**config.mk**
```make
export PLATFORM = sky130hd
export DESIGN_NAME = trap_ctrl_flat
export DESIGN_NICKNAME = d
export VERILOG_FILES = /design/src/rtl/trap_if.sv /design/src/rtl/trap_ctrl.sv /design/src/flat_wrapper.sv
export SDC_FILE = /design/constraint.sdc
export NUM_CORES = 1
export LEC_CHECK = 0
export CAP_MARGIN = 20
export CORE_MARGIN = 5
export CORE_UTILIZATION = 34
export DETAILED_ROUTE_END_ITERATION = 8
export PLACE_DENSITY = 0.79
export SYNTH_ARGS = -nofsm -noshare
export SYNTH_HDL_FRONTEND = slang
export SYNTH_SLANG_ARGS = --single-unit
```
**constraint.sdc**
```tcl
create_clock -name clk -period 3.9 [get_ports clk]
set_input_delay 0.39 -clock clk [delete_from_list [all_inputs] [get_ports clk]]
set_output_delay 0.39 -clock clk [all_outputs]
set_load 0.02 [all_outputs]
```
**src/rtl/trap_if.sv**
```systemverilog
// ID-stage event, CSR write and pipeline-control bundle between the core and trap_ctrl.
// The master side is the core (decoder, CSR file, fetch); the slave side is trap_ctrl.
interface trap_if #(
    parameter int unsigned XLEN = 32
);
    logic            id_valid;
    logic [XLEN-1:0] id_pc;
    logic [31:0]     id_instr;
    logic            illegal_instr;
    logic            mret_detected;
    logic            ext_irq;
    logic            mtvec_we;
    logic [XLEN-1:0] mtvec_wdata;
    logic            mstatus_we;
    logic [XLEN-1:0] mstatus_wdata;

    logic            flush_if_id;
    logic            flush_id_ex;
    logic            stall_fetch;
    logic            pc_redirect;
    logic [XLEN-1:0] pc_target;
    logic            trap_busy;
    logic [XLEN-1:0] mepc;
    logic [XLEN-1:0] mcause;
    logic [XLEN-1:0] mtval;
    logic [XLEN-1:0] mtvec;
    logic            mie;
    logic            mpie;

    modport master (
        output id_valid, id_pc, id_instr, illegal_instr, mret_detected, ext_irq,
        output mtvec_we, mtvec_wdata, mstatus_we, mstatus_wdata,
        input  flush_if_id, flush_id_ex, stall_fetch, pc_redirect, pc_target, trap_busy,
        input  mepc, mcause, mtval, mtvec, mie, mpie
    );

    modport slave (
        input  id_valid, id_pc, id_instr, illegal_instr, mret_detected, ext_irq,
        input  mtvec_we, mtvec_wdata, mstatus_we, mstatus_wdata,
        output flush_if_id, flush_id_ex, stall_fetch, pc_redirect, pc_target, trap_busy,
        output mepc, mcause, mtval, mtvec, mie, mpie
    );
endinterface

```
**src/rtl/trap_ctrl.sv**
```systemverilog
// Machine-mode trap/return sequencer: accepts illegal-instruction, interrupt and MRET events
// from ID, flushes the front of the pipe for FLUSH_CYCLES, then issues a single PC redirect.
module trap_ctrl #(
    parameter int unsigned     XLEN         = 32,
    parameter logic [XLEN-1:0] TRAP_VECTOR  = XLEN'(32'h0000_0100),
    parameter int unsigned     FLUSH_CYCLES = 2
) (
    input  logic   clk,
    input  logic   rst_n,
    trap_if.slave  bus
);

    localparam int unsigned CW = $clog2(FLUSH_CYCLES + 1);

    localparam logic [1:0] IDLE     = 2'd0;
    localparam logic [1:0] FLUSH    = 2'd1;
    localparam logic [1:0] REDIRECT = 2'd2;

    localparam logic [XLEN-1:0] CAUSE_ILLEGAL = XLEN'(2);
    localparam logic [XLEN-1:0] CAUSE_EXT_IRQ = {1'b1, (XLEN-1)'(11)};

    logic [1:0]      state, state_nxt;
    logic [CW-1:0]   cnt, cnt_nxt;
    logic            kind_ret, kind_ret_nxt;

    logic [XLEN-1:0] mepc_q, mepc_nxt;
    logic [XLEN-1:0] mcause_q, mcause_nxt;
    logic [XLEN-1:0] mtval_q, mtval_nxt;
    logic [XLEN-1:0] mtvec_q, mtvec_nxt;
    logic            mie_q, mie_nxt;
    logic            mpie_q, mpie_nxt;

    logic            flush_q, flush_nxt;
    logic            stall_q, stall_nxt;
    logic            redirect_q, redirect_nxt;
    logic [XLEN-1:0] target_q, target_nxt;
    logic            busy_q, busy_nxt;

    logic            unused_wdata_bits;
    assign unused_wdata_bits = ^{bus.mtvec_wdata[1:0], bus.mstatus_wdata};

    // State, CSR and output registers
    always_ff @(posedge clk or negedge rst_n) begin
        if (!rst_n) begin
            state      <= IDLE;
            cnt        <= '0;
            kind_ret   <= 1'b0;
            mepc_q     <= '0;
            mcause_q   <= '0;
            mtval_q    <= '0;
            mtvec_q    <= TRAP_VECTOR;
            mie_q      <= 1'b0;
            mpie_q     <= 1'b0;
            flush_q    <= 1'b0;
            stall_q    <= 1'b0;
            redirect_q <= 1'b0;
            target_q   <= '0;
            busy_q     <= 1'b0;
        end else begin
            state      <= state_nxt;
            cnt        <= cnt_nxt;
            kind_ret   <= kind_ret_nxt;
            mepc_q     <= mepc_nxt;
            mcause_q   <= mcause_nxt;
            mtval_q    <= mtval_nxt;
            mtvec_q    <= mtvec_nxt;
            mie_q      <= mie_nxt;
            mpie_q     <= mpie_nxt;
            flush_q    <= flush_nxt;
            stall_q    <= stall_nxt;
            redirect_q <= redirect_nxt;
            target_q   <= target_nxt;
            busy_q     <= busy_nxt;
        end
    end

    // Next state, CSR updates and next-cycle control outputs
    always_comb begin
        state_nxt    = state;
        cnt_nxt      = cnt;
        kind_ret_nxt = kind_ret;
        mepc_nxt     = mepc_q;
        mcause_nxt   = mcause_q;
        mtval_nxt    = mtval_q;
        mtvec_nxt    = mtvec_q;
        mie_nxt      = mie_q;
        mpie_nxt     = mpie_q;

        if (bus.mtvec_we) begin
            mtvec_nxt = {bus.mtvec_wdata[XLEN-1:2], 2'b00};
        end
        // Software mstatus write; overridden below by an event accepted in the same cycle
        if (bus.mstatus_we) begin
            mie_nxt  = bus.mstatus_wdata[3];
            mpie_nxt = bus.mstatus_wdata[7];
        end

        case (state)
            IDLE: begin
                if (bus.id_valid) begin
                    if (bus.illegal_instr) begin
                        mepc_nxt     = bus.id_pc;
                        mcause_nxt   = CAUSE_ILLEGAL;
                        mtval_nxt    = XLEN'(bus.id_instr);
                        mpie_nxt     = mie_q;
                        mie_nxt      = 1'b0;
                        kind_ret_nxt = 1'b0;
                        cnt_nxt      = CW'(FLUSH_CYCLES);
                        state_nxt    = FLUSH;
                    end else if (bus.ext_irq && mie_q) begin
                        mepc_nxt     = bus.id_pc;
                        mcause_nxt   = CAUSE_EXT_IRQ;
                        mtval_nxt    = '0;
                        mpie_nxt     = mie_q;
                        mie_nxt      = 1'b0;
                        kind_ret_nxt = 1'b0;
                        cnt_nxt      = CW'(FLUSH_CYCLES);
                        state_nxt    = FLUSH;
                    end else if (bus.mret_detected) begin
                        mie_nxt      = mpie_q;
                        mpie_nxt     = 1'b1;
                        kind_ret_nxt = 1'b1;
                        cnt_nxt      = CW'(FLUSH_CYCLES);
                        state_nxt    = FLUSH;
                    end
                end
            end
            FLUSH: begin
                // The <= guard keeps a corrupted zero count from wedging the FSM
                if (cnt <= CW'(1)) begin
                    state_nxt = REDIRECT;
                end
                if (cnt != '0) begin
                    cnt_nxt = cnt - CW'(1);
                end
            end
            REDIRECT: begin
                state_nxt = IDLE;
            end
            default: begin
                state_nxt = IDLE;
                cnt_nxt   = '0;
            end
        endcase

        // Outputs are registered from next state so they line up with the state they decode
        flush_nxt    = (state_nxt != IDLE);
        stall_nxt    = (state_nxt == FLUSH);
        redirect_nxt = (state_nxt == REDIRECT);
        busy_nxt     = (state_nxt != IDLE);
        target_nxt   = '0;
        if (state_nxt == REDIRECT) begin
            target_nxt = kind_ret_nxt ? mepc_nxt : mtvec_nxt;
        end
    end

    assign bus.flush_if_id = flush_q;
    assign bus.flush_id_ex = flush_q;
    assign bus.stall_fetch = stall_q;
    assign bus.pc_redirect = redirect_q;
    assign bus.pc_target   = target_q;
    assign bus.trap_busy   = busy_q;
    assign bus.mepc        = mepc_q;
    assign bus.mcause      = mcause_q;
    assign bus.mtval       = mtval_q;
    assign bus.mtvec       = mtvec_q;
    assign bus.mie         = mie_q;
    assign bus.mpie        = mpie_q;

endmodule

```
**src/flat_wrapper.sv**
```systemverilog
// flat-port wrapper written by rule: the top's interface ports become plain ports
module trap_ctrl_flat 
#(
    parameter int unsigned     XLEN         = 32,
    parameter logic [XLEN-1:0] TRAP_VECTOR  = XLEN'(32'h0000_0100),
    parameter int unsigned     FLUSH_CYCLES = 2
)
  (clk, rst_n, bus_id_valid, bus_id_pc, bus_id_instr, bus_illegal_instr, bus_mret_detected, bus_ext_irq, bus_mtvec_we, bus_mtvec_wdata, bus_mstatus_we, bus_mstatus_wdata, bus_flush_if_id, bus_flush_id_ex, bus_stall_fetch, bus_pc_redirect, bus_pc_target, bus_trap_busy, bus_mepc, bus_mcause, bus_mtval, bus_mtvec, bus_mie, bus_mpie);
  trap_if #(.XLEN(XLEN)) bus_i ();
  input  logic clk;
  input  logic rst_n;
  input wire logic [$bits(bus_i.id_valid)-1:0] bus_id_valid;
  input wire logic [$bits(bus_i.id_pc)-1:0] bus_id_pc;
  input wire logic [$bits(bus_i.id_instr)-1:0] bus_id_instr;
  input wire logic [$bits(bus_i.illegal_instr)-1:0] bus_illegal_instr;
  input wire logic [$bits(bus_i.mret_detected)-1:0] bus_mret_detected;
  input wire logic [$bits(bus_i.ext_irq)-1:0] bus_ext_irq;
  input wire logic [$bits(bus_i.mtvec_we)-1:0] bus_mtvec_we;
  input wire logic [$bits(bus_i.mtvec_wdata)-1:0] bus_mtvec_wdata;
  input wire logic [$bits(bus_i.mstatus_we)-1:0] bus_mstatus_we;
  input wire logic [$bits(bus_i.mstatus_wdata)-1:0] bus_mstatus_wdata;
  output wire logic [$bits(bus_i.flush_if_id)-1:0] bus_flush_if_id;
  output wire logic [$bits(bus_i.flush_id_ex)-1:0] bus_flush_id_ex;
  output wire logic [$bits(bus_i.stall_fetch)-1:0] bus_stall_fetch;
  output wire logic [$bits(bus_i.pc_redirect)-1:0] bus_pc_redirect;
  output wire logic [$bits(bus_i.pc_target)-1:0] bus_pc_target;
  output wire logic [$bits(bus_i.trap_busy)-1:0] bus_trap_busy;
  output wire logic [$bits(bus_i.mepc)-1:0] bus_mepc;
  output wire logic [$bits(bus_i.mcause)-1:0] bus_mcause;
  output wire logic [$bits(bus_i.mtval)-1:0] bus_mtval;
  output wire logic [$bits(bus_i.mtvec)-1:0] bus_mtvec;
  output wire logic [$bits(bus_i.mie)-1:0] bus_mie;
  output wire logic [$bits(bus_i.mpie)-1:0] bus_mpie;
  assign bus_i.id_valid = bus_id_valid;
  assign bus_i.id_pc = bus_id_pc;
  assign bus_i.id_instr = bus_id_instr;
  assign bus_i.illegal_instr = bus_illegal_instr;
  assign bus_i.mret_detected = bus_mret_detected;
  assign bus_i.ext_irq = bus_ext_irq;
  assign bus_i.mtvec_we = bus_mtvec_we;
  assign bus_i.mtvec_wdata = bus_mtvec_wdata;
  assign bus_i.mstatus_we = bus_mstatus_we;
  assign bus_i.mstatus_wdata = bus_mstatus_wdata;
  assign bus_flush_if_id = bus_i.flush_if_id;
  assign bus_flush_id_ex = bus_i.flush_id_ex;
  assign bus_stall_fetch = bus_i.stall_fetch;
  assign bus_pc_redirect = bus_i.pc_redirect;
  assign bus_pc_target = bus_i.pc_target;
  assign bus_trap_busy = bus_i.trap_busy;
  assign bus_mepc = bus_i.mepc;
  assign bus_mcause = bus_i.mcause;
  assign bus_mtval = bus_i.mtval;
  assign bus_mtvec = bus_i.mtvec;
  assign bus_mie = bus_i.mie;
  assign bus_mpie = bus_i.mpie;
  trap_ctrl #(.XLEN(XLEN), .TRAP_VECTOR(TRAP_VECTOR), .FLUSH_CYCLES(FLUSH_CYCLES)) u_core (.clk(clk), .rst_n(rst_n), .bus(bus_i));
endmodule
```
==> flow_metrics.env, run 1 <==
export IMPL_outcome="completed"
export IMPL_fmax_mhz=460
export IMPL_rsz0062_at_grt="no"
export IMPL_routedWlPerCell_um=17.9
export IMPL_die_h_um=142
export IMPL_portBuffers=242
export IMPL_arrival_ns=2.51
export IMPL_ir_worst_vdd_uv=495
export IMPL_worstMarginPinSlew_ns=1.03
export IMPL_max_cap_violations=0
export IMPL_rows=48
export IMPL_dieArea_um2=20100
export IMPL_seq_area_frac_synth_pct=59.5
export IMPL_slew_headroom_pct=31.2
export IMPL_clk_pin_slew_worst_paths_ns=0.06
export IMPL_pin_count=303
export IMPL_yosys_warnings=0
export IMPL_end_kind="flop"
export IMPL_place_congestion=0.733
export IMPL_fin_crit_ns=2.18
export IMPL_cts_tree="built"
export IMPL_syn_inst=434
export IMPL_utilization_pct=52.5
export IMPL_synth_seq_cells=140
export IMPL_crit_path_top_delay_cell="nand2b_2"
export IMPL_placedInstanceArea_um2=8310
export IMPL_dp_hpwl_um=11100
export IMPL_reg2reg_slack_ns=1.72
export IMPL_antenna_found_initial=0
export IMPL_viasPerCell=4.63
export IMPL_final_nets=802
export IMPL_synth_top_area_share_pct=59.0
export IMPL_timing_setup_tns_ns=0
export IMPL_hold_viol=0
export IMPL_startpoint_type="flop"
export IMPL_drt_first_iter_violations=134
export IMPL_path_max_fanout=50
export IMPL_via_count=4175
export IMPL_finalSetupViolations=0
export IMPL_grt_pass1_wl_um=25100
export IMPL_cts_setup_buffers=0
export IMPL_critPathBufInv=2
export IMPL_grt_pass1_vias=4353
export IMPL_path_cells="inv_1 -> ha_1 -> nand2b_2 -> buf_4 -> nand3_1 -> mux2i_1"
export IMPL_wirelength_um=16200
export IMPL_cts_path_max_buffers=2
export IMPL_min_period_over_period_pct=55.8
export IMPL_clock_latency_ns=0.41
export IMPL_synth_top_cell_by_area="dfrtp_1"
export IMPL_gr_total_overflow=0
export IMPL_syn2layout_area_growth_pct=53.1
export IMPL_netlist_top_cells_count="139 x dfrtp_1, 64 x nand3_1, 41 x mux2_2"
export IMPL_synth_distinct_cells=34
export IMPL_dieWidth_um=142
export IMPL_fin_ws_ns=1.72
export IMPL_yosys_top_cells_area="dfrtp_1 59%, mux2_2 7.8%, mux2i_1 5.8%"
export IMPL_drv_slew=0
export IMPL_grt_max_degree=119
export IMPL_first_pass_iters=4
export IMPL_clock_sinks=140
export IMPL_synthFlopType="dfrtp_1"
export IMPL_yosysMostFrequentCell="dfrtp_1"
export IMPL_htree_levels=4
export IMPL_p_leak_nw=3.92
export IMPL_min_path_type="flop to flop"
export IMPL_antenna_left=0
export IMPL_critPathMaxStageDelay_ns=0.78
export IMPL_root_buffer="clkbuf_16"
export IMPL_path_class="flop to flop"
export IMPL_cts_buffers=17
export IMPL_drcViolationCount=0
export IMPL_power_density_nw_per_um2=814
export IMPL_fin_skew_ns=0.00959
export IMPL_synth_edf_count=0
export IMPL_num_antenna_cells=0
export IMPL_syn_avg_cell_area_um2=13.6
export IMPL_synth_area_um2=5890
export IMPL_grt_total_usage_pct=16.0
export IMPL_dp_slack_ns=1.41
export IMPL_coreArea_um2=17200
export IMPL_worstPathRequired_ns=4.23
export IMPL_synthArstFlopShare_pct=100
export IMPL_fin_area_um2=9020
export IMPL_drive_above_1_share_pct=15.5
export IMPL_initial_core_util_pct=34.3
export IMPL_crit_family="simple AND/OR/NAND/NOR gates"
==> layer usage <==
metal	up-vias	part of all wire (%)	track usage [%]
met3	15	5.5	4.45
met4	0	1.5	4.34
li1	1953	-	-
met2	130	52	27.2
met1	2077	41	20.1
met5	-	0	0
==> registers in the layout, summed over array words and instances, names as in the netlist <==
signal	count
u_core.bus.flush_id_ex	1
u_core.bus.mcause	2
u_core.bus.mepc	32
u_core.bus.mie	1
u_core.bus.mpie	1
u_core.bus.mtval	32
u_core.bus.mtvec	32
u_core.bus.pc_redirect	1
u_core.bus.pc_target	32
u_core.bus.stall_fetch	1
u_core.cnt	2
u_core.kind_ret	1
u_core.state	2
==> logic make-up (layout without fill, tap and decap cells) <==
| group | count (synthesis) | count (layout) | synth area share (%) |
|---|---|---|---|
| buf+inv | 70 | 286 | 7.65 |
| fa+ha+maj | 2 | 2 | 0.425 |
| other cells | 1 | 28 | 0.0637 |
| flops | 140 | 140 | 59.5 |
| mux | 96 | 96 | 18.7 |
| simple gates | 81 | 81 | 7.43 |
| compound gates | 44 | 44 | 6.22 |
==> final cells by class <==
type | count | area, um2
Fill cell | 1500 | 8160
Clock buffer | 17 | 425
Tap cell | 225 | 282
Timing Repair Buffer | 249 | 2490
Multi-Input combinational cell | 251 | 2050
Sequential cell | 140 | 3500
Clock inverter | 15 | 245
Inverter | 5 | 18.8
==> what timing repair did <==
| item | 4_1_cts | 5_1_grt |
|---|---|---|
| hold buffers | 0 | 1 |
| hold endpoints to repair | 0 | 55 |
| resized for setup | 0 | 0 |
==> through the flow <==
stage                     std cells  hold WS (ns)  total power (W)
after floorplan                 461        0.0944          0.00414
final                           902         0.471          0.00734
after global placement          868         0.450          0.00551
after detailed placement        868         0.460          0.00556
after global routing            902         0.519          0.00772
after CTS                       900         0.185          0.00743
==> where the power goes <==
group	total [W]	switching (W)	internal (W)
Clock	0.00184	0.000635	0.00120
Combinational	0.00322	0.00167	0.00156
Sequential	0.00228	0.000322	0.00196
Total	0.00734	0.00262	0.00472
==> layout by cell type (no fill, tap or decap), types with 2 or more instances in the layout <==
cell type / n
nor2_1: 2
a22o_1: 32
mux2_2: 41
inv_1: 5
clkdlybuf4s50_1: 240
and2_1: 3
dfrtp_1: 139
mux2i_1: 34
nand2b_1: 2
conb_1: 28
clkinvlp_4: 2
o21ai_0: 4
ha_1: 2
nand3_1: 64
mux2_1: 4
bufinv_16: 6
mux2_4: 17
clkinv_4: 3
clkinv_2: 3
clkbuf_16: 17
buf_4: 5
nor2b_1: 2
==> worst paths after layout <==
kind,startpoint,to,cells after the start
max,u_core.cnt[1],u_core.bus.pc_target[9],6
min,u_core.bus.mcause[1],u_core.bus.mcause[1],1
max reg2reg,u_core.cnt[1],u_core.bus.pc_target[9],6
min reg2reg,u_core.bus.mcause[1],u_core.bus.mcause[1],1
max in group asynchronous,rst_n,u_core.bus.mepc[19],4
min in group asynchronous,rst_n,u_core.bus.mtval[0],2
(Power assumes the default switching activity.)
==> run 2: changes to the inputs <==
--- a/config.mk
+++ b/config.mk
@@ -9,7 +9,7 @@
 export CORE_MARGIN = 5
 export CORE_UTILIZATION = 34
 export DETAILED_ROUTE_END_ITERATION = 8
-export PLACE_DENSITY = 0.79
+export PLACE_DENSITY = 0.82
 export SYNTH_ARGS = -nofsm -noshare
 export SYNTH_HDL_FRONTEND = slang
 export SYNTH_SLANG_ARGS = --single-unit
==> constraint.sdc (replaced) <==
create_clock -name clk -period 1.8 [get_ports clk]
set_input_delay 0.18 -clock clk [delete_from_list [all_inputs] [get_ports clk]]
set_output_delay 0.18 -clock clk [all_outputs]
set_load 0.02 [all_outputs]
==> flow_metrics.env, run 2 (same netlist as run 1, synthesis figures left out) <==
export IMPL_outcome="completed"
export IMPL_root_buffer="clkbuf_16"
export IMPL_fin_skew_ns=0.0126
export IMPL_finalSetupViolations=0
export IMPL_clock_sinks=140
export IMPL_initial_core_util_pct=34.3
export IMPL_clk_pin_slew_worst_paths_ns=0.06
export IMPL_p_leak_nw=3.98
export IMPL_grt_pass1_wl_um=25300
export IMPL_drcViolationCount=0
export IMPL_dp_hpwl_um=11500
export IMPL_syn2layout_area_growth_pct=54.9
export IMPL_ff2ff_path_depth=4
export IMPL_pin_count=303
export IMPL_critPathBufInv=1
export IMPL_place_congestion=0.751
export IMPL_hold_viol=0
export IMPL_rsz0062_at_grt="no"
export IMPL_first_pass_iters=4
export IMPL_multi_input_area_um2=2050
export IMPL_htree_levels=4
export IMPL_cts_tree="built"
export IMPL_fillCellCount=1519
export IMPL_met2_usage_pct=27.7
export IMPL_path_max_fanout=2
export IMPL_rr_startpoint="u_core.state[1]"
export IMPL_dieWidth_um=142
export IMPL_antenna_left=0
export IMPL_fmax_mhz=573
export IMPL_layout_common_cells="240 x clkdlybuf4s50_1, 139 x dfrtp_1, 64 x nand3_1, 41 x mux2_2, 34 x mux2i_1"
export IMPL_dieArea_um2=20100
export IMPL_reg2reg_slack_ns=0.16
export IMPL_min_period_over_period_pct=97.0
export IMPL_drive_above_1_share_pct=16.4
export IMPL_clock_latency_ns=0.42
export IMPL_portBuffers=242
export IMPL_rows=48
export IMPL_grt_max_degree=69
export IMPL_grt_pass1_vias=4552
export IMPL_placedInstanceArea_um2=8490
export IMPL_grt_busiest_layer="met2"
export IMPL_final_common_cell="clkdlybuf4s50_1"
export IMPL_routedWlPerCell_um=18.1
export IMPL_fin_area_um2=9130
export IMPL_gr_total_overflow=0
export IMPL_register_area_um2=3500
export IMPL_min_path_type="primary input to async pin"
export IMPL_max_cap_violations=0
export IMPL_path_cells="clkdlybuf4s50_1"
export IMPL_grt_use_met3_pct=4.28
export IMPL_crit_family="buffers and inverters"
export IMPL_grt_use_met1_pct=19.5
export IMPL_wirelength_um=16400
export IMPL_drt_first_iter_violations=154
export IMPL_final_nets=809
export IMPL_drv_slew=0
export IMPL_r2r_end="u_core.bus.pc_target[26]"
export IMPL_worstPathRequired_ns=1.62
export IMPL_fin_crit_ns=1.75
export IMPL_power_density_nw_per_um2=1750
export IMPL_arrival_ns=1.57
export IMPL_die_h_um=142
export IMPL_viasPerCell=4.73
export IMPL_crit_path_top_delay_cell="clkdlybuf4s50_1"
export IMPL_antenna_found_initial=0
export IMPL_cts_path_max_buffers=2
export IMPL_grt_total_usage_pct=16.1
export IMPL_critPathMaxStageDelay_ns=0.62
export IMPL_via_count=4302
export IMPL_num_antenna_cells=0
export IMPL_path_class="flop to output port"
export IMPL_cts_buffers=17
export IMPL_coreArea_um2=17200
export IMPL_ir_worst_vdd_uv=824
export IMPL_timing_setup_tns_ns=0
export IMPL_ctsResizeCount=0
export IMPL_startpoint_type="flop"
export IMPL_end_kind="output port"
-- run 2: final cells by class --
class	count	area share, %
multi-input cells	251	22.5
flip-flops and latches	140	38.4
clock inverters	14	2.10
clock buffers	18	4.81
inverters	5	0.206
well taps	225	3.08
repair buffers	256	28.9
-- run 2: metrics by stage --
| step | util, % | instances | worst slack [ns] | power, W | hold slack [ns] |
|---|---|---|---|---|---|
| floorplan | - | 461 | 0.244 | 0.00898 | -0.116 |
| global placement | 49.4 | 876 | 0.0269 | 0.0121 | 0.121 |
| detailed placement | 49.4 | 876 | 0.000140 | 0.0123 | 0.119 |
| CTS | 53.1 | 909 | 0.0351 | 0.0161 | 0.234 |
| global route | 53.1 | 909 | 0.00755 | 0.0167 | 0.242 |
| finish | 53.1 | 909 | 0.0548 | 0.0159 | 0.227 |
-- run 2: timing repair --
item                       4_1_cts  5_1_grt
setup endpoints to repair        0        0
hold buffers                     1        0
setup buffers                    0        0
hold endpoints to repair        37        0
-- run 2: power by group --
part / switching, W / leakage [nW] / internal (W)
combinational: 0.00366 / 1.93 / 0.00357
sequential: 0.000697 / 1.74 / 0.00425
clock: 0.00139 / 0.311 / 0.00236
total: 0.00575 / 3.98 / 0.0102
-- run 2: how the worst max path moves through the flow --
stage               slack (ns)  depth (start not counted)           startpoint                  endpoint
global placement          0.03                          5         bus_id_valid       u_core.bus.mepc[19]
floorplan                 0.24                          4       u_core.bus.mie  u_core.bus.pc_target[10]
finish                    0.05                          1  u_core.bus.mtvec[8]              bus_mtvec[8]
CTS                       0.04                          1  u_core.bus.mtvec[8]              bus_mtvec[8]
detailed placement      0.0001                          5         bus_id_valid       u_core.bus.mepc[26]
global route             0.008                          1  u_core.bus.mtvec[8]              bus_mtvec[8]
-- run 2: metal layers --
metal | routed length (um) | part of all wire, % | vias up
met3 | 1000 | 6.1 | 17
met4 | 231 | 1.4 | 0
met1 | 6710 | 41 | 2177
li1 | - | - | 1957
met5 | 0 | 0 | -
met2 | 8480 | 52 | 151
==> run 3: changes to the inputs <==
--- a/config.mk
+++ b/config.mk
@@ -7,9 +7,9 @@
 export LEC_CHECK = 0
 export CAP_MARGIN = 20
 export CORE_MARGIN = 5
-export CORE_UTILIZATION = 34
+export CORE_UTILIZATION = 40
 export DETAILED_ROUTE_END_ITERATION = 8
-export PLACE_DENSITY = 0.82
+export PLACE_DENSITY = 0.9
 export SYNTH_ARGS = -nofsm -noshare
 export SYNTH_HDL_FRONTEND = slang
 export SYNTH_SLANG_ARGS = --single-unit
==> constraint.sdc (replaced) <==
create_clock -name clk -period 1.9 [get_ports clk]
set_input_delay 0.19 -clock clk [delete_from_list [all_inputs] [get_ports clk]]
set_output_delay 0.19 -clock clk [all_outputs]
set_load 0.02 [all_outputs]
==> flow_metrics.env, run 3 (same netlist as run 1, synthesis figures left out) <==
export IMPL_outcome="completed"
export IMPL_worstPathRequired_ns=1.71
export IMPL_clock_sinks=140
export IMPL_num_antenna_cells=0
export IMPL_initial_core_util_pct=40.7
export IMPL_cts_buffers=17
export IMPL_dieArea_um2=17300
export IMPL_critPathBufInv=1
export IMPL_dp_cells=834
export IMPL_end_kind="output port"
export IMPL_syn2layout_area_growth_pct=53.9
export IMPL_viasPerCell=4.98
export IMPL_max_cap_violations=0
export IMPL_via_count=4317
export IMPL_crit_path_top_delay_cell="clkdlybuf4s50_1"
export IMPL_rsz0062_at_grt="no"
export IMPL_reg2reg_slack_ns=0.17
export IMPL_seq_power_share_pct=31.6
export IMPL_switching_share_pct=35.7
export IMPL_comb_power_share_pct=45.3
export IMPL_portBuffers=242
export IMPL_antenna_found_initial=0
export IMPL_timing_setup_tns_ns=0
export IMPL_min_path_type="primary input to flop"
export IMPL_pin_count=303
export IMPL_hold_viol=0
export IMPL_dp_hpwl_um=11700
export IMPL_fin_crit_ns=1.73
export IMPL_final_nets=808
export IMPL_drv_slew=0
export IMPL_cts_path_max_buffers=2
export IMPL_grt_total_usage_pct=18.8
export IMPL_ctsResizeCount=0
export IMPL_utilization_pct=62.6
export IMPL_drt_first_iter_violations=244
export IMPL_clkPwrFrac_pct=23.2
export IMPL_rows=44
export IMPL_htree_levels=4
export IMPL_fmax_mhz=577
export IMPL_cts_setup_buffers=0
export IMPL_power_switching_w=0.00536
export IMPL_antenna_left=0
export IMPL_fin_hold_ws_ns=0.275
export IMPL_layout_common_cells="240 x clkdlybuf4s50_1, 139 x dfrtp_1, 64 x nand3_1, 41 x mux2_2, 34 x mux2i_1"
export IMPL_path_max_fanout=2
export IMPL_arrival_ns=1.54
export IMPL_final_common_cell="clkdlybuf4s50_1"
export IMPL_cts_tree="built"
export IMPL_p_leak_nw=3.96
export IMPL_final_cell_count_no_fill=866
export IMPL_grt_pass1_wl_um=26100
export IMPL_critPathMaxStageDelay_ns=0.61
export IMPL_coreArea_um2=14500
export IMPL_routedWlPerCell_um=18.8
export IMPL_drcViolationCount=0
export IMPL_min_period_over_period_pct=91.1
export IMPL_power_density_nw_per_um2=1650
export IMPL_first_pass_iters=6
export IMPL_grt_max_degree=67
export IMPL_path_cells="clkdlybuf4s50_1"
export IMPL_startpoint_type="flop"
export IMPL_ir_worst_vdd_uv=918
export IMPL_fin_skew_ns=0.0117
export IMPL_drive_above_1_share_pct=16.0
export IMPL_path_class="flop to output port"
export IMPL_worstMarginPinSlew_ns=0.484
export IMPL_cts_hold_buf=1
export IMPL_place_congestion=0.822
export IMPL_grt_pass1_vias=4703
export IMPL_finalSetupViolations=0
export IMPL_gr_total_overflow=0
export IMPL_clk_pin_slew_worst_paths_ns=0.05
export IMPL_crit_family="buffers and inverters"
export IMPL_clock_latency_ns=0.41
export IMPL_die_h_um=131
export IMPL_dieWidth_um=131
export IMPL_root_buffer="clkbuf_16"
export IMPL_internal_power_w=0.00964
export IMPL_slew_headroom_pct=67.4
export IMPL_wirelength_um=16300
[run 3: changes by cell type in the layout (fill, tap and decap cells not counted)]
cell,change
clkinv_2,-1
buf_4,-2
clkinv_4,-2
nand2_4,-1
clkbuf_1,+1
buf_12,+1
clkinvlp_4,+2
clkbuf_8,+1
nand2_2,+1
inv_6,-2
[run 3: area by class of cell]
class                   count  area (um2)
flip-flops and latches    140        3500
well taps                 184         230
clock buffers              20         457
repair buffers            255        2640
fillers                  1092        5410
clock inverters            11         166
multi-input cells         251        2050
inverters                   5        18.8
[run 3: final timing paths]
path	from	to	cells after the start
worst max-delay path	u_core.bus.mtvec[8]	bus_mtvec[8]	1
worst min-delay path	bus_mtvec_we	u_core.bus.mtvec[0]	2
worst max register to register	u_core.cnt[1]	u_core.bus.pc_target[17]	6
worst min register to register	u_core.bus.mcause[1]	u_core.bus.mcause[1]	1
max in group asynchronous	rst_n	u_core.bus.mtvec[8]	3
min in group asynchronous	rst_n	u_core.bus.mtvec[28]	2
[run 3: through the flow]
stage | cell area [um2] | total power (W) | worst slack, ns
2_1_floorplan | 5990 | 0.00851 | 0.344
3_3_place_gp | 8430 | 0.0114 | 0.150
3_5_place_dp | 8430 | 0.0116 | 0.134
4_1_cts | 9070 | 0.0152 | 0.126
5_1_grt | 9070 | 0.0157 | 0.0312
6_report | 9070 | 0.0150 | 0.168
[run 3: layer usage]
| layer | vias to the layer above | GRT usage [%] | share of wire [%] |
|---|---|---|---|
| met5 | - | 0 | 0 |
| met1 | 2152 | 21.9 | 38 |
| li1 | 1947 | - | - |
| met2 | 190 | 32.2 | 52 |
| met4 | 0 | 6.86 | 2.4 |
| met3 | 28 | 6.80 | 7.6 |
[run 3: power groups by stage]
stage | logic (W) | clock network (W) | registers (W)
after floorplan | 0.00264 | 0 | 0.00586
after global placement | 0.00670 | 0 | 0.00470
after detailed placement | 0.00684 | 0 | 0.00476
after CTS | 0.00688 | 0.00356 | 0.00474
after global routing | 0.00716 | 0.00369 | 0.00487
final | 0.00679 | 0.00347 | 0.00474
==> edit, RTL diff (flow settings as in run 3) <==
`FLUSH_CYCLES` is set to 2 in 2 places; all go to 4.
--- a/src/rtl/trap_ctrl.sv
+++ b/src/rtl/trap_ctrl.sv
@@ -5,3 +5,3 @@
     parameter logic [XLEN-1:0] TRAP_VECTOR  = XLEN'(32'h0000_0100),
-    parameter int unsigned     FLUSH_CYCLES = 2
+    parameter int unsigned     FLUSH_CYCLES = 4
 ) (
--- a/src/flat_wrapper.sv
+++ b/src/flat_wrapper.sv
@@ -5,3 +5,3 @@
     parameter logic [XLEN-1:0] TRAP_VECTOR  = XLEN'(32'h0000_0100),
-    parameter int unsigned     FLUSH_CYCLES = 2
+    parameter int unsigned     FLUSH_CYCLES = 4
 )
Behaviour: not the same (a bounded check fails within 4 cycles, from zero or initial values and one cycle with rst_n low).
==> edit against run 3 <==
Sequential cell count up 1; worst setup slack better by 0.014 ns; synthesized area up 2.3%; wire length up 1.6%; total power down 2.3%; via count up 1.6%; cell area up 0.91%.
==> edit: results (changes against run 3) <==
wire length of the first global-routing pass 26100 µm (about the same); Area contributors post-synth dfrtp_1 (58%), mux2_2 (6.0%), mux2i_1 (5.6%), nand3_1 (5.3%), mux2_4 (5.0%); DRT iter0 DRCs 161 (-34%); Static Leak 0.00392 µW (-1.1%); layout cells sized above 1 15.6% (-0.38 points); nets@finish 818 (+1.2%); WL/cell 18.9 µm (+0.42%); GR Util met2 32.2% (about the same); status complete, no violations; Post-synth top cells dfrtp_1 (140), nand3_1 (64), mux2i_1 (34); vias in the first global route 4778 (+1.6%); register area share after synthesis 58.6% (-0.91 points); M1 GR Usage 21.1% (-0.73 points); number of buffers added on ports 242 (unchanged); worst vdd ir 824 µV (-10%); GR Layer Usage met3 6.45% (-0.35 points); ant diodes 0 (unchanged); gr usage total 18.7% (-0.16 points); post-CTS setup buffers 0 (unchanged); min-delay worst type input port to async pin; worst-case clock skew 0.00536 ns (-0.00636 ns); Initial Utilization 41.1% (+0.46 points); post-DP HPWL 12000 µm (+2.5%); Yosys cell types 39 (+15%); routability congestion estimate 0.822 (about the same); Max-Slew Margin vs Limit 57.0% (-10 points); Vias 4384 (+1.6%)
edit: worst reg2reg max path: cells and delay by family, from the launching register on:
family	cells	cell delay (ns)
and+or+nand+nor	1	0.12
DFF	1	0.43
buffers and inverters	2	0.43
AOI/OAI and AO/OA	1	0.29
adders and majority gates	1	0.16
muxes	1	0.17
edit: per-layer routing:
layer  part of all wire, %  wire [µm]  vias up
li1                      -          -     1983
met1                    38       6360     2178
met2                    51       8460      187
met3                   7.1       1180       36
met4                   3.1        519        0
met5                     0          0        -
edit: cell type report:
class,instances,area (µm²)
fillers,1085,5490
flip-flops and latches,141,3530
repair buffers,256,2650
multi-input cells,259,2150
clock buffers,18,439
well taps,184,230
clock inverters,14,135
inverters,4,15.0
edit: path summary, 6_finish.rpt:
path / end / slack [ns] / startpoint
worst max-delay path: bus_mtvec[8] / 0.18 / u_core.bus.mtvec[8]
worst min-delay path: u_core.bus.mepc[25] / 0.26 / rst_n
worst max register to register: u_core.bus.pc_target[7] / 0.23 / u_core.cnt[1]
worst min register to register: u_core.bus.mcause[1] / 0.47 / u_core.bus.mcause[1]
max in group asynchronous: u_core.bus.mtvec[0] / 0.97 / rst_n
min in group clk: u_core.bus.mtvec[14] / 0.32 / bus_mtvec_we
edit: through the flow:
step	setup WS [ns]	util [%]	hold WS (ns)	instances	area, µm²
5_1_grt	0.122	62.5	0.302	876	9150
2_1_floorplan	0.254	-	-0.106	468	6130
6_report	0.183	62.5	0.257	876	9150
3_3_place_gp	0.121	58.5	0.120	843	8570
4_1_cts	0.161	62.5	0.257	876	9150
3_5_place_dp	0.0846	58.5	0.132	843	8570
edit: logic make-up (layout without fill, tap and decap cells):
| group | Yosys count | in the layout | share of synthesized area, % |
|---|---|---|---|
| flops | 141 | 141 | 58.6 |
| mux | 96 | 96 | 18.5 |
| simple gates | 84 | 84 | 7.64 |
| buf+inv | 68 | 292 | 7.73 |
| compound gates | 47 | 47 | 6.73 |
| fa+ha+maj | 3 | 3 | 0.623 |
| other cells | 1 | 28 | 0.0622 |
| xor+xnor | 1 | 1 | 0.145 |
edit: power by group:
part	internal, µW	leakage [µW]	switching (µW)
clock network	1860	0.000259	1320
registers	4010	0.00176	709
logic	3390	0.00190	3380
